## src/rtl/posit_divsqrt_arbiter.sv

```systemverilog
// Round-robin arbiter that shares one posit DIV/SQRT opgroup among NumReq requesters.
// Optional perf counters (perf_ops_o, perf_busy_cycles_o) when POSIT_DIVSQRT_ARB_PERF_EN is defined.
module posit_divsqrt_arbiter #(
  parameter int NumReq   = 2,
  parameter int WIDTH    = 32,
  parameter int TagWidth = 4,
  localparam int IdxW    = $clog2(NumReq),
  localparam int UTagW   = TagWidth + IdxW
) (
  input  logic                         clk_i,
  input  logic                         rst_i,
  input  logic [NumReq-1:0]            req_valid_i,
  output logic [NumReq-1:0]            req_ready_o,
  input  logic [NumReq*2*WIDTH-1:0]    req_operands_i,
  input  logic [NumReq-1:0]            req_sqrt_i,
  input  logic [NumReq*TagWidth-1:0]   req_tag_i,
  output logic [NumReq-1:0]            rsp_valid_o,
  input  logic [NumReq-1:0]            rsp_ready_i,
  output logic [WIDTH-1:0]             rsp_result_o,
  output logic [4:0]                   rsp_status_o,
  output logic [TagWidth-1:0]          rsp_tag_o,
  output logic [2*WIDTH-1:0]           unit_operands_o,
  output logic                         unit_op_sqrt_o,
  output logic [UTagW-1:0]             unit_tag_o,
  output logic                         unit_in_valid_o,
  input  logic                         unit_in_ready_i,
  input  logic [WIDTH-1:0]             unit_result_i,
  input  logic [4:0]                   unit_status_i,
  input  logic [UTagW-1:0]             unit_tag_i,
  input  logic                         unit_out_valid_i,
  output logic                         unit_out_ready_o,
  input  logic                         flush_i,
  output logic                         unit_flush_o,
  output logic                         tag_err_o,
`ifdef POSIT_DIVSQRT_ARB_PERF_EN
  output logic [31:0]                  perf_ops_o,
  output logic [31:0]                  perf_busy_cycles_o,
`endif
  output logic                         busy_o
);

  typedef enum logic [1:0] {S_IDLE, S_ISSUE, S_WAIT, S_RESP} state_e;

  state_e              state_q, state_d;
  logic [IdxW-1:0]     rr_ptr;
  logic                tag_err;

  logic [2*WIDTH-1:0]  opnd_p0;
  logic                sqrt_p0;
  logic [TagWidth-1:0] tag_p0;
  logic [IdxW-1:0]     gidx_p0;

  logic [WIDTH-1:0]    res_p1;
  logic [4:0]          stat_p1;
  logic [TagWidth-1:0] rtag_p1;

  logic                halt;
  logic                accept;
  logic                capture;
  logic                rsp_done;
  logic [IdxW:0]       pick;
  logic                pick_vld;
  logic [IdxW-1:0]     pick_idx;
  logic [IdxW-1:0]     ret_idx;

  // First valid requester at or after ptr, wrapping; returns {found, index}.
  function automatic logic [IdxW:0] rr_pick(input logic [NumReq-1:0] vld,
                                            input logic [IdxW-1:0]   ptr);
    logic [IdxW:0] r;
    int            c;
    r = '0;
    for (int i = NumReq - 1; i >= 0; i--) begin
      c = (int'(ptr) + i) % NumReq;
      if (vld[c]) r = {1'b1, IdxW'(c)};
    end
    return r;
  endfunction

  function automatic logic [IdxW-1:0] ptr_inc(input logic [IdxW-1:0] p);
    if (int'(p) >= NumReq - 1) return '0;
    return p + 1'b1;
  endfunction

  assign halt     = flush_i | rst_i;
  assign pick     = rr_pick(req_valid_i, rr_ptr);
  assign pick_vld = pick[IdxW];
  assign pick_idx = pick[IdxW-1:0];
  assign ret_idx  = unit_tag_i[UTagW-1 -: IdxW];

  always_comb begin
    state_d          = state_q;
    req_ready_o      = '0;
    rsp_valid_o      = '0;
    unit_in_valid_o  = 1'b0;
    unit_out_ready_o = 1'b0;
    accept           = 1'b0;
    capture          = 1'b0;
    rsp_done         = 1'b0;
    case (state_q)
      S_IDLE: begin
        if (pick_vld && !halt) begin
          accept                = 1'b1;
          req_ready_o[pick_idx] = 1'b1;
          state_d               = S_ISSUE;
        end
      end
      S_ISSUE: begin
        unit_in_valid_o = ~halt;
        if (unit_in_ready_i && !halt) state_d = S_WAIT;
      end
      S_WAIT: begin
        unit_out_ready_o = 1'b1;
        if (unit_out_valid_i && !halt) begin
          capture = 1'b1;
          state_d = S_RESP;
        end
      end
      S_RESP: begin
        rsp_valid_o[gidx_p0] = ~halt;
        if (rsp_ready_i[gidx_p0] && !halt) begin
          rsp_done = 1'b1;
          state_d  = S_IDLE;
        end
      end
      default: state_d = S_IDLE;
    endcase
    // A flush abandons whatever is in flight, with no response.
    if (halt) state_d = S_IDLE;
  end

  always_ff @(posedge clk_i) begin
    if (rst_i) begin
      state_q <= S_IDLE;
      rr_ptr  <= '0;
      tag_err <= 1'b0;
      res_p1  <= '0;
      stat_p1 <= '0;
      rtag_p1 <= '0;
    end else begin
      state_q <= state_d;
      if (accept) rr_ptr <= ptr_inc(pick_idx);
      if (capture) begin
        res_p1  <= unit_result_i;
        stat_p1 <= unit_status_i;
        rtag_p1 <= unit_tag_i[TagWidth-1:0];
        if (ret_idx != gidx_p0) tag_err <= 1'b1;
      end
    end
  end

  // Stage p0: payload captured from the granted requester
  always_ff @(posedge clk_i) begin
    if (accept) begin
      opnd_p0 <= req_operands_i[int'(pick_idx)*2*WIDTH +: 2*WIDTH];
      sqrt_p0 <= req_sqrt_i[pick_idx];
      tag_p0  <= req_tag_i[int'(pick_idx)*TagWidth +: TagWidth];
      gidx_p0 <= pick_idx;
    end
  end

  assign unit_operands_o = opnd_p0;
  assign unit_op_sqrt_o  = sqrt_p0;
  assign unit_tag_o      = {gidx_p0, tag_p0};
  assign unit_flush_o    = halt;

  // Stage p1: registered response on the shared buses
  assign rsp_result_o = res_p1;
  assign rsp_status_o = stat_p1;
  assign rsp_tag_o    = rtag_p1;
  assign tag_err_o    = tag_err;
  assign busy_o       = (state_q != S_IDLE);

`ifdef POSIT_DIVSQRT_ARB_PERF_EN
  logic [31:0] ops_cnt;
  logic [31:0] busy_cnt;

  function automatic logic [31:0] sat_inc(input logic [31:0] v);
    return (v == 32'hFFFF_FFFF) ? v : v + 32'd1;
  endfunction

  always_ff @(posedge clk_i) begin
    if (rst_i) begin
      ops_cnt  <= '0;
      busy_cnt <= '0;
    end else begin
      if (rsp_done) ops_cnt  <= sat_inc(ops_cnt);
      if (busy_o)   busy_cnt <= sat_inc(busy_cnt);
    end
  end

  assign perf_ops_o         = ops_cnt;
  assign perf_busy_cycles_o = busy_cnt;
`endif

endmodule

```

## config.mk

```make
export PLATFORM = sky130hd
export DESIGN_NAME = posit_divsqrt_arbiter
export DESIGN_NICKNAME = d
export VERILOG_FILES = /design/src/rtl/posit_divsqrt_arbiter.sv
export SDC_FILE = /design/constraint.sdc
export NUM_CORES = 1
export LEC_CHECK = 0
export CAP_MARGIN = 20
export CORE_AREA = 5 5 117 119
export DETAILED_ROUTE_END_ITERATION = 16
export DIE_AREA = 0 0 122 124
export DONT_BUFFER_PORTS = 1
export PLACE_DENSITY = 0.59
export SETUP_SLACK_MARGIN = 0.02
export SLEW_MARGIN = 20
export SYNTH_ARGS = -nofsm -noshare
export SYNTH_HDL_FRONTEND = slang
export SYNTH_SLANG_ARGS = --single-unit
```

## constraint.sdc

```tcl
create_clock -name clk_i -period 4.8 [get_ports clk_i]
set_input_delay 0.48 -clock clk_i [delete_from_list [all_inputs] [get_ports clk_i]]
set_output_delay 0.48 -clock clk_i [all_outputs]
set_load 0.02 [all_outputs]
```

==> reports/results.ini <==
[timing]
finClkSkew_ps = 6.67
rsz0062_at_grt = no
setup_violations = 0
period_needed_ps = 2670
relSlewSlack = 0.422
fin_tns_setup_ps = 0
hold_viol_final = 0
hold_ws_ps = 139
tightest_slew_ps = 867
fin_ws_ps = 2130
finalCritPeriodShare = 0.556
slew_viol_final = 0
timing.fmax_mhz = 374

[grt]
globalRoute.totalOverflow = 0
grt_pass1_wl_mm = 18.8
grt_max_degree = 73
grtUsageTotal = 0.168
use_met1 = 0.175
grt.busiest_layer = met2
grt_pass1_vias = 3522
use_met2 = 0.293
grt_use_met3 = 0.0713
antenna_found_initial = 0

[cts]
cts_tree = yes
cts_made_buffers = 17
cts_sinks = 115
ctsHoldBuffers = 0
postCtsSetupBuffers = 0
h-tree-depth = 4
cts-resized-gates = 0
clk_pin_slew_ps = 50
clk_latency_ps = 410
clock-root-buffer = clkbuf_16
cts_max_path_buffers = 2

[outcome]
outcome = complete, no violations

[power]
p_per_area_mw_per_mm2 = 450
vdd_drop_max_mv = 0.198
p_leak_nw = 2.14
p_total_mw = 2.44

[layout]
drive_above_1_share = 0.0920
multi_input_area_mm2 = 0.00158
area_growth_pct = 13.6
seq_area_mm2 = 0.00300
layout.cells.most_common_list = 291 x nand2_1, 70 x edfxtp_1, 45 x dfxtp_1
final_common_cell = nand2_1
diodes = 0
fillers = 1222
num-nets-final = 703

[hold_path]
hold_depth = 1
hold_class = in2reg
hp-start = rst_i
hold_end = rsp_result_o[11]$_SDFFE_PP0P_

[floorplan]
num_io_pins = 309
core_area_mm2 = 0.0125
start_util = 0.383
die_area_mm2 = 0.0151
die_x_um = 122
die_h_um = 124
placementRows = 41

[synthesis]
yosys.area_share.simple = 0.246
synth_top_area_share = 0.440
synth_top_family_by_area = simple AND/OR/NAND/NOR gates
synthMuxAreaShare = 0.00210
syn_area_mm2 = 0.00478
avgSynthCellArea_um2 = 9.26
seq_area_frac_synth = 0.629
synth-main-ff-cell = edfxtp_1
syn_nets = 709
ys_warn_count = 0
synth_xor_area_frac = 0.00183
synth_compound_area_frac = 0.0694
ys_top_cells_by_area = edfxtp_1 44%, nand2_1 23%, dfxtp_1 19%, a21oi_1 3.7%, a21oi_2 1.7%
postSynthCellCount = 516
synth_fa_ha_area_frac = 0.0105
synth_edf_count = 70
synth_top_area_cell = edfxtp_1
synthArstFlopShare = 0
ys_types = 30
synth_seq_cells = 115

[placement]
port_buffers = 0
gp_congestion = 0.800
dp_hpwl_mm = 10.0
dp_slack_ps = 2290

[drt]
postRouteAntennaNets = 0
drt_iter0_markers = 182
dr.pass1.iters = 6
drc = 0
routed_via_density = 5.04
wl_per_cell_um = 18.8
vias = 3495
wirelength_mm = 13.1

[critical_path]
crit_chain = o21ai_4, clkinv_2, nor2_1
path_buf_inv = 1
cpPeakStageDelay_ps = 660
r2r_setup_slack_ps = 2590
path_delay_family = buffers and inverters
reg2reg_to = unit_operands_o[43]$_DFFE_PP_
critPathMaxFanout = 72
slowest_stage = clkinv_2
r2r-start = state_q[0]$_SDFFE_PP0P_
path_depth = 3
worst_ep_arrival_time_ps = 2190
cp_data_required_time_ps = 4320
rr_worst_depth = 5
cp-end-kind = output port
worst_setup_path_start_kind = flip-flop
worstSetupPathType = reg2out

[run]
drv_cap = 0

-- worst max path at each step --
stage / startpoint / end
after floorplan: rst_i / gidx_p0$_DFFE_PP_
after global placement: flush_i / unit_operands_o[32]$_DFFE_PP_
after detailed placement: flush_i / unit_operands_o[23]$_DFFE_PP_
after CTS: rr_ptr$_SDFFE_PP0P_ / req_ready_o[0]
after global routing: rr_ptr$_SDFFE_PP0P_ / req_ready_o[0]
final: rr_ptr$_SDFFE_PP0P_ / req_ready_o[0]
-- state kept, by name, summed over array words and instances, names as in the netlist --
register / cells
rsp_result_o: 32
rsp_tag_o: 4
unit_op_sqrt_o: 1
rsp_status_o: 5
tag_p0: 4
tag_err_o: 1
rr_ptr: 1
state_q: 2
gidx_p0: 1
unit_operands_o: 64
-- routing by layer --
layer	vias up	wire length, um	part of all wire
met2	232	6700	0.51
met5	-	0	0
met3	23	1550	0.12
met4	0	299	0.023
li1	1657	-	-
met1	1583	4510	0.35
-- final cells by class --
cell class,count,share of cell area
repair buffers,4,0.00553
clock buffers,26,0.0938
clock inverters,5,0.00922
flip-flops and latches,115,0.553
multi-input cells,363,0.292
well taps,172,0.0397
inverters,9,0.00646
-- where the power goes --
part           internal (mW)  leakage, nW  total (mW)  switching, mW
combinational         0.0342        0.841       0.115         0.0809
sequential              1.10         1.01        1.15         0.0537
clock                  0.772        0.280        1.17          0.402
total                   1.90         2.14        2.44          0.537
-- synthesized netlist by cell type (2+ instances only) --
cell type / n
a21oi_1: 35
a21oi_2: 9
and3_1: 2
buf_2: 2
buf_6: 5
clkbuf_1: 20
dfxtp_1: 45
edfxtp_1: 70
ha_1: 4
inv_1: 7
inv_2: 2
nand2_1: 291
nor2_1: 6
o21ai_1: 2
-- metrics by stage --
stage               instance area [um2]   util  std cells
floorplan                          4780      -        516
global placement                   4870  0.390        663
detailed placement                 4870  0.390        663
CTS                                5430  0.435        694
global route                       5430  0.435        694
finish                             5430  0.435        694
-- worst reg2reg max path, delay by kind of cell (launching register included) --
family / cells / cell delay, ps
simple gates: 1 / 130
buf+inv: 3 / 1130
fa+ha+maj: 1 / 240
flops: 1 / 340
-- logic make-up after synthesis --
family,count (synthesis)
DFF,115
muxes,1
AOI/OAI and AO/OA,52
and+or+nand+nor,305
adders and majority gates,4
buffers and inverters,38
xor gates and xnor gates,1
Power figures use the tool's default switching activity.
